<file path="src/rtl/pipe_ctrl_unit.sv">
// ID-stage control decode registered into the ID/EX boundary, with load-use
// stall, EX-stage branch/jump flush and an optional multi-cycle RV32M hold.
module pipe_ctrl_unit #(
  parameter int REG_ADDR_W  = 5,
  parameter int EN_M_EXT    = 1,
  parameter int MUL_LATENCY = 3,
  parameter int DIV_LATENCY = 32
) (
  input  logic                  clk,
  input  logic                  rst,
  input  logic                  id_valid_i,
  input  logic [6:0]            id_opcode_i,
  input  logic [2:0]            id_func3_i,
  input  logic [6:0]            id_func7_i,
  input  logic [REG_ADDR_W-1:0] id_rs1_i,
  input  logic [REG_ADDR_W-1:0] id_rs2_i,
  input  logic [REG_ADDR_W-1:0] id_rd_i,
  input  logic                  ex_alu_zero_i,
  input  logic                  ex_alu_lsb_i,
  output logic                  stall_o,
  output logic                  flush_o,
  output logic                  ex_valid_o,
  output logic [2:0]            ex_imm_src_o,
  output logic                  ex_mem_read_o,
  output logic                  ex_mem_write_o,
  output logic                  ex_alu_src_o,
  output logic                  ex_reg_write_o,
  output logic [1:0]            ex_wb_src_o,
  output logic                  ex_u_src_o,
  output logic [4:0]            ex_alu_ctrl_o,
  output logic [REG_ADDR_W-1:0] ex_rd_o,
  output logic                  ex_illegal_o,
  output logic                  ex_mdu_busy_o
);

  localparam logic [6:0] OP_R      = 7'b0110011;
  localparam logic [6:0] OP_I      = 7'b0010011;
  localparam logic [6:0] OP_LOAD   = 7'b0000011;
  localparam logic [6:0] OP_STORE  = 7'b0100011;
  localparam logic [6:0] OP_BRANCH = 7'b1100011;
  localparam logic [6:0] OP_JAL    = 7'b1101111;
  localparam logic [6:0] OP_JALR   = 7'b1100111;
  localparam logic [6:0] OP_LUI    = 7'b0110111;
  localparam logic [6:0] OP_AUIPC  = 7'b0010111;

  localparam logic [2:0] IMM_I    = 3'b000;
  localparam logic [2:0] IMM_S    = 3'b001;
  localparam logic [2:0] IMM_B    = 3'b010;
  localparam logic [2:0] IMM_J    = 3'b011;
  localparam logic [2:0] IMM_U    = 3'b100;
  localparam logic [2:0] IMM_NONE = 3'b111;

  localparam logic [1:0] WB_ALU = 2'b00;
  localparam logic [1:0] WB_MEM = 2'b01;
  localparam logic [1:0] WB_PC4 = 2'b10;
  localparam logic [1:0] WB_U   = 2'b11;

  localparam logic [4:0] ALU_ADD  = 5'd0;
  localparam logic [4:0] ALU_SUB  = 5'd1;
  localparam logic [4:0] ALU_AND  = 5'd2;
  localparam logic [4:0] ALU_OR   = 5'd3;
  localparam logic [4:0] ALU_XOR  = 5'd4;
  localparam logic [4:0] ALU_SLT  = 5'd5;
  localparam logic [4:0] ALU_SLTU = 5'd6;
  localparam logic [4:0] ALU_SLL  = 5'd7;
  localparam logic [4:0] ALU_SRL  = 5'd8;
  localparam logic [4:0] ALU_SRA  = 5'd9;

  localparam logic [7:0] MUL_LD = 8'(MUL_LATENCY - 1);
  localparam logic [7:0] DIV_LD = 8'(DIV_LATENCY - 1);

  typedef struct packed {
    logic                  valid;
    logic [2:0]            imm_src;
    logic                  mem_read;
    logic                  mem_write;
    logic                  alu_src;
    logic                  reg_write;
    logic [1:0]            wb_src;
    logic                  u_src;
    logic [4:0]            alu_ctrl;
    logic [REG_ADDR_W-1:0] rd;
    logic                  illegal;
    logic                  is_branch;
    logic                  is_jump;
    logic [2:0]            func3;
  } ex_ctrl_t;

  ex_ctrl_t   ex_q, ex_d, dec, bub;
  logic [7:0] cnt_q, cnt_d;
  logic       dec_is_m, rs1_used, rs2_used;
  logic       busy, taken, flush, lu;

  function automatic logic [4:0] base_alu(input logic [2:0] f3, input logic alt);
    case (f3)
      3'b000:  base_alu = alt ? ALU_SUB : ALU_ADD;
      3'b001:  base_alu = ALU_SLL;
      3'b010:  base_alu = ALU_SLT;
      3'b011:  base_alu = ALU_SLTU;
      3'b100:  base_alu = ALU_XOR;
      3'b101:  base_alu = alt ? ALU_SRA : ALU_SRL;
      3'b110:  base_alu = ALU_OR;
      default: base_alu = ALU_AND;
    endcase
  endfunction

  always_comb begin
    bub         = '0;
    bub.imm_src = IMM_NONE;
  end

  always_comb begin
    dec       = bub;
    dec.valid = 1'b1;
    dec_is_m  = 1'b0;
    case (id_opcode_i)
      OP_R: begin
        dec.reg_write = 1'b1;
        if (EN_M_EXT != 0 && id_func7_i == 7'b0000001) begin
          dec_is_m     = 1'b1;
          dec.alu_ctrl = {2'b10, id_func3_i};
        end else begin
          dec.alu_ctrl = base_alu(id_func3_i, id_func7_i[5]);
        end
      end
      OP_I: begin
        dec.imm_src = IMM_I;
        dec.alu_src = 1'b1;
        // shift-immediates only accept the two legal func7 patterns
        if (id_func3_i == 3'b001) begin
          dec.reg_write = (id_func7_i == 7'b0000000);
          dec.alu_ctrl  = dec.reg_write ? ALU_SLL : ALU_ADD;
        end else if (id_func3_i == 3'b101) begin
          dec.reg_write = (id_func7_i == 7'b0000000) || (id_func7_i == 7'b0100000);
          dec.alu_ctrl  = dec.reg_write ? base_alu(id_func3_i, id_func7_i[5]) : ALU_ADD;
        end else begin
          dec.reg_write = 1'b1;
          dec.alu_ctrl  = base_alu(id_func3_i, 1'b0);
        end
      end
      OP_LOAD: begin
        dec.imm_src   = IMM_I;
        dec.alu_src   = 1'b1;
        dec.mem_read  = 1'b1;
        dec.reg_write = 1'b1;
        dec.wb_src    = WB_MEM;
      end
      OP_STORE: begin
        dec.imm_src   = IMM_S;
        dec.alu_src   = 1'b1;
        dec.mem_write = 1'b1;
      end
      OP_BRANCH: begin
        dec.imm_src   = IMM_B;
        dec.is_branch = 1'b1;
        dec.func3     = id_func3_i;
        case (id_func3_i[2:1])
          2'b00:   dec.alu_ctrl = ALU_SUB;
          2'b10:   dec.alu_ctrl = ALU_SLT;
          2'b11:   dec.alu_ctrl = ALU_SLTU;
          default: dec.alu_ctrl = ALU_ADD;
        endcase
      end
      OP_JAL: begin
        dec.imm_src   = IMM_J;
        dec.reg_write = 1'b1;
        dec.wb_src    = WB_PC4;
        dec.is_jump   = 1'b1;
      end
      OP_JALR: begin
        dec.imm_src   = IMM_I;
        dec.alu_src   = 1'b1;
        dec.reg_write = 1'b1;
        dec.wb_src    = WB_PC4;
        dec.is_jump   = 1'b1;
      end
      OP_LUI, OP_AUIPC: begin
        dec.imm_src   = IMM_U;
        dec.reg_write = 1'b1;
        dec.wb_src    = WB_U;
        dec.u_src     = (id_opcode_i == OP_LUI);
      end
      default: dec.illegal = 1'b1;
    endcase
    // rd only matters when something is written back
    dec.rd = dec.reg_write ? id_rd_i : '0;
  end

  always_comb begin
    rs1_used = !((id_opcode_i == OP_LUI) || (id_opcode_i == OP_AUIPC) || (id_opcode_i == OP_JAL));
    rs2_used = (id_opcode_i == OP_R) || (id_opcode_i == OP_STORE) || (id_opcode_i == OP_BRANCH);
  end

  always_comb begin
    case (ex_q.func3)
      3'b000:         taken = ex_alu_zero_i;
      3'b001:         taken = !ex_alu_zero_i;
      3'b100, 3'b110: taken = ex_alu_lsb_i;
      3'b101, 3'b111: taken = !ex_alu_lsb_i;
      default:        taken = 1'b0;
    endcase
  end

  assign busy  = (cnt_q != 8'd0);
  assign flush = ex_q.valid & ((ex_q.is_branch & taken) | ex_q.is_jump);
  assign lu    = ex_q.valid & ex_q.mem_read & (ex_q.rd != '0) & id_valid_i &
                 ((rs1_used & (id_rs1_i == ex_q.rd)) | (rs2_used & (id_rs2_i == ex_q.rd)));

  always_comb begin
    ex_d  = ex_q;
    cnt_d = cnt_q;
    if (busy) begin
      cnt_d = cnt_q - 8'd1;
    end else if (flush || lu || !id_valid_i) begin
      ex_d = bub;
    end else begin
      ex_d = dec;
      if (dec_is_m) cnt_d = id_func3_i[2] ? DIV_LD : MUL_LD;
    end
  end

  always_ff @(posedge clk or posedge rst) begin
    if (rst) begin
      ex_q         <= '0;
      ex_q.imm_src <= IMM_NONE;
      cnt_q        <= 8'd0;
    end else begin
      ex_q  <= ex_d;
      cnt_q <= cnt_d;
    end
  end

  assign stall_o        = lu | busy;
  assign flush_o        = flush;
  assign ex_valid_o     = ex_q.valid;
  assign ex_imm_src_o   = ex_q.imm_src;
  assign ex_mem_read_o  = ex_q.mem_read;
  assign ex_mem_write_o = ex_q.mem_write;
  assign ex_alu_src_o   = ex_q.alu_src;
  assign ex_reg_write_o = ex_q.reg_write;
  assign ex_wb_src_o    = ex_q.wb_src;
  assign ex_u_src_o     = ex_q.u_src;
  assign ex_alu_ctrl_o  = ex_q.alu_ctrl;
  assign ex_rd_o        = ex_q.rd;
  assign ex_illegal_o   = ex_q.illegal;
  assign ex_mdu_busy_o  = busy;

endmodule

</file>
<file path="config.mk">
export PLATFORM = sky130hd
export DESIGN_NAME = pipe_ctrl_unit
export DESIGN_NICKNAME = d
export VERILOG_FILES = /design/src/rtl/pipe_ctrl_unit.sv
export SDC_FILE = /design/constraint.sdc
export NUM_CORES = 1
export LEC_CHECK = 0
export ABC_AREA = 0
export CAP_MARGIN = 20
export CORE_ASPECT_RATIO = 0.75
export CORE_MARGIN = 2
export CORE_UTILIZATION = 48
export DETAILED_ROUTE_END_ITERATION = 8
export PLACE_DENSITY_LB_ADDON = 0.05
export SLEW_MARGIN = 15
export SYNTH_ARGS = -nofsm -noshare
export SYNTH_HDL_FRONTEND = slang
export SYNTH_SLANG_ARGS = --single-unit
</file>
<file path="constraint.sdc">
create_clock -name clk -period 2.79 [get_ports clk]
set_input_delay 0.4185 -clock clk [delete_from_list [all_inputs] [get_ports clk]]
set_output_delay 0.4185 -clock clk [all_outputs]
set_load 0.005 [all_outputs]
</file>
==> impl_metrics.py <==
metrics = {
    "outcome": {
        "outcome": "finished clean",
    },
    "sta": {
        "rsz0062_at_grt": "true",
        "finalWorstPathRequiredPeriod_ns": 2.73,
        "max_freq_mhz": 366,
        "max_slew.worst_pin.slew_ns": 0.528,
        "timing.final.setup_violations": 0,
        "final_hold_viol_count": 0,
        "timing.final.crit_share_pct": 97.8,
        "timing.final.max_slew_violations": 0,
        "slew_headroom_pct": 64.5,
        "skew_ns": 0.0119,
    },
    "detailed_routing": {
        "num_vias": 2067,
        "wire_per_inst_um": 15.1,
        "drc": 0,
        "finalWirelength_um": 5700,
        "post_drt_via_cell_ratio": 5.48,
        "final_ant_viol_nets": 0,
        "drt_first_pass_iters": 4,
        "detail_route.iter0.violations": 102,
    },
    "placement": {
        "global_placement_routability_congestion": 0.857,
        "placement.io_buffers": 61,
        "dp_hpwl_um": 4400,
        "dpl_cell_area_mm2": 0.00292,
    },
    "clocking": {
        "cts-buffers-inserted": 5,
        "cts.htree.levels": 2,
        "clk_transition_reported_paths_ns": 0.08,
        "cts.sinks": 35,
        "clock_path_buffers": 2,
        "clk_root_buffer_cell": "sky130_fd_sc_hd__clkbuf_8",
        "worst_skew_pair.late_latency_ns": 0.30,
        "cts.hold.buffers_added": 0,
        "cts.repair_timing.setup_buffer_count": 0,
        "clock_tree_from_tritoncts": "built",
    },
    "power_and_ir_drop": {
        "power.density_mw_per_mm2": 548,
        "worst_ir_drop_vdd_mv": 0.309,
        "p_leak_nw": 1.18,
    },
    "setup_path": {
        "cp-start-kind": "input pin",
        "critical-path-max-stage-delay_ns": 0.53,
        "required_ns": 2.37,
        "critical-path-slowest-cell": "sky130_fd_sc_hd__clkdlybuf4s50_1",
        "critical_path_arrival_ns": 2.31,
        "path_buf_inv": 2,
        "critical_path.endpoint_type": "primary output",
        "critical_path_peak_fanout": 3,
        "timing.critical_path.cells": "clkdlybuf4s50_1, and4bb_2, nand2_1, nor4_2, nor2_1, nand2_1, clkdlybuf4s50_1",
        "worst_path_dominant_cell_family": "buffers and inverters",
        "critical_path_class": "input pin to primary output",
    },
    "cells_and_area": {
        "antenna_cells": 0,
        "layout-area-overhead-vs-synth_pct": 36.5,
        "final.fill_count": 357,
        "fraction_of_layout_cells_with_a_size_suffix_above_1_pct": 14.7,
        "finalInstanceArea_mm2": 0.00307,
        "layout.core_utilization_pct": 68.3,
        "nets": 357,
    },
    "synthesis": {
        "number_of_enable_flip_flop_cells_after_synthesis": 0,
        "postSynthCellCount": 256,
        "syn-cell-area_mm2": 0.00225,
        "syn-mean-instance-area_um2": 8.79,
        "synthArstFlopShare_pct": 100,
        "yosysWarningCount": 0,
        "syn_nets": 294,
        "synth_top_flop_cell": "sky130_fd_sc_hd__dfrtp_1",
        "yosysUniqueCellTypes": 57,
        "synthesized_flop_and_latch_total": 35,
        "ys_seq_area_share_pct": 39.1,
    },
    "grt": {
        "number_of_antenna_violations_at_the_first_check_in_global_routing": 0,
        "first_global_vias": 1942,
        "grt_max_degree": 36,
        "top_usage_layer": "met1",
        "grt_use_total_pct": 22.9,
        "grt.met3_usage_pct": 6.68,
        "grt_pass1_wl_um": 9450,
        "gr_overflow_total": 0,
        "grtUsageMet2_pct": 30.4,
        "gr-usage-met1_pct": 36.0,
    },
    "floorplanning": {
        "die_ht_um": 63.3,
        "design.portCount": 62,
        "fp.dieW_um": 83.1,
        "rows": 21,
        "core_area_mm2": 0.00449,
        "floorplan.initialDensity_pct": 50.1,
        "die_area_mm2": 0.00526,
    },
    "min_path": {
        "hp-class": "flip-flop to flip-flop",
    },
    "run": {
        "max_cap_viol_count": 0,
    },
}
[routing by layer]
layer	wire length, um	vias to the layer above
li1	-	1016
met1	2860	969
met2	2380	77
met3	423	5
met4	35	0
met5	0	-
[cells in the mapped netlist, types with 4 or more instances]
library cell | number | area (um^2)
sky130_fd_sc_hd__xnor2_1 | 16 | 140
sky130_fd_sc_hd__nand3_1 | 6 | 30.0
sky130_fd_sc_hd__nand2_1 | 45 | 169
sky130_fd_sc_hd__o21ai_0 | 5 | 25.0
sky130_fd_sc_hd__nand2b_1 | 5 | 31.3
sky130_fd_sc_hd__clkbuf_1 | 6 | 22.5
sky130_fd_sc_hd__o21ai_1 | 19 | 95.1
sky130_fd_sc_hd__nor4_1 | 5 | 31.3
sky130_fd_sc_hd__inv_1 | 6 | 22.5
sky130_fd_sc_hd__buf_4 | 15 | 113
sky130_fd_sc_hd__dfrtp_1 | 32 | 801
sky130_fd_sc_hd__nor3_1 | 8 | 40.0
sky130_fd_sc_hd__a21oi_1 | 6 | 30.0
sky130_fd_sc_hd__nor2_1 | 16 | 60.1
sky130_fd_sc_hd__o22ai_1 | 4 | 25.0
[sequential cells by signal, summed over array words and instances, names as in the netlist]
signal,flops
cnt_q,8
ex_alu_ctrl_o,5
ex_alu_src_o,1
ex_illegal_o,1
ex_imm_src_o,3
ex_mem_read_o,1
ex_mem_write_o,1
ex_q,5
ex_rd_o,5
ex_reg_write_o,1
ex_u_src_o,1
ex_valid_o,1
ex_wb_src_o,2
[area by class of cell]
| class | count | area [um^2] | share of cell area [%] |
|---|---|---|---|
| Clock inverter | 2 | 60.1 | 1.96 |
| Clock buffer | 6 | 72.6 | 2.36 |
| Multi-Input combinational cell | 189 | 1200 | 39.0 |
| Sequential cell | 35 | 880 | 28.6 |
| Tap cell | 57 | 71.3 | 2.32 |
| Timing Repair Buffer | 82 | 768 | 25.0 |
| Inverter | 6 | 22.5 | 0.733 |
[per-stage QoR]
step                std cells  setup TNS [ns]  setup slack [ns]  power [mW]  hold WS (ns)
finish                    377               0            0.0601        1.68         0.489
global route              377         -0.0339           -0.0339        1.78         0.528
CTS                       377               0            0.0111        1.68         0.495
detailed placement        369          -0.103            -0.103        1.13         0.479
global placement          369         -0.0861           -0.0861        1.12         0.469
floorplan                 256               0             0.575       0.934         0.451
[worst paths after layout]
kind / endpoint / start / slack (ns) / depth (start not counted)
worst max-delay path: stall_o / id_opcode_i[0] / 0.06 / 7
worst min-delay path: ex_alu_ctrl_o[4] / ex_alu_ctrl_o[4] / 0.49 / 2
max in group asynchronous: ex_imm_src_o[2] / rst / 1.94 / 3
worst min register to register: ex_alu_ctrl_o[4] / ex_alu_ctrl_o[4] / 0.49 / 2
worst max register to register: ex_imm_src_o[0] / ex_rd_o[0] / 0.38 / 8
min in group asynchronous: cnt_q[6] / rst / 0.51 / 3
[cells in the final DEF, fill, tap and decap left out, types with 2 or more instances in the layout]
cell type                         count
sky130_fd_sc_hd__clkdlybuf4s50_1     61
sky130_fd_sc_hd__nand2_1             45
sky130_fd_sc_hd__dfrtp_1             32
sky130_fd_sc_hd__buf_4               21
sky130_fd_sc_hd__o21ai_1             18
sky130_fd_sc_hd__nor2_1              16
sky130_fd_sc_hd__xnor2_1             16
sky130_fd_sc_hd__nor3_1               8
sky130_fd_sc_hd__nand3_1              6
sky130_fd_sc_hd__inv_1                6
sky130_fd_sc_hd__a21oi_1              6
sky130_fd_sc_hd__nand2b_1             5
sky130_fd_sc_hd__o21ai_0              5
sky130_fd_sc_hd__clkbuf_8             5
sky130_fd_sc_hd__o22ai_1              4
sky130_fd_sc_hd__nor4_1               3
sky130_fd_sc_hd__and2_1               3
sky130_fd_sc_hd__a31oi_1              3
sky130_fd_sc_hd__o31ai_4              3
sky130_fd_sc_hd__nor2b_1              3
sky130_fd_sc_hd__dfstp_2              3
sky130_fd_sc_hd__or3_1                2
sky130_fd_sc_hd__nand3b_1             2
sky130_fd_sc_hd__and3_1               2
sky130_fd_sc_hd__nor4_2               2
sky130_fd_sc_hd__nand4_1              2
sky130_fd_sc_hd__o22a_1               2
sky130_fd_sc_hd__a21boi_0             2
sky130_fd_sc_hd__a22oi_1              2
sky130_fd_sc_hd__mux2i_1              2
sky130_fd_sc_hd__bufinv_16            2
[repair_timing]
action,CTS,global route
cloned,0,0
endpoints found under the setup margin,1,2
pin swaps,0,0
resized for setup,2,2
[logic make-up (layout without fill, tap and decap cells)]
kind of cell / count (synthesis) / in the layout / share of synthesized area [%]
DFF: 35 / 35 / 39.1
muxes: 2 / 2 / 0.890
xor gates and xnor gates: 17 / 17 / 6.62
and+or+nand+nor: 111 / 111 / 25.0
AOI/OAI and AO/OA: 57 / 57 / 18.7
buffers and inverters: 32 / 96 / 8.68
adders and majority gates: 2 / 2 / 1.00
[power by group]
part	internal (mW)	leakage [nW]	switching [mW]
Sequential	0.599	0.460	0.0807
Combinational	0.252	0.657	0.198
Clock	0.357	0.0654	0.195
Total	1.21	1.18	0.473
[worst min-delay path: cells and delay by family, from the launching register on]
family	cells	cell delay, ns
AND/OR/NAND/NOR	1	0.05
flip-flops	1	0.35
AO/OA/AOI/OAI	1	0.06
Note: power is estimated with default switching activity, not from simulation.
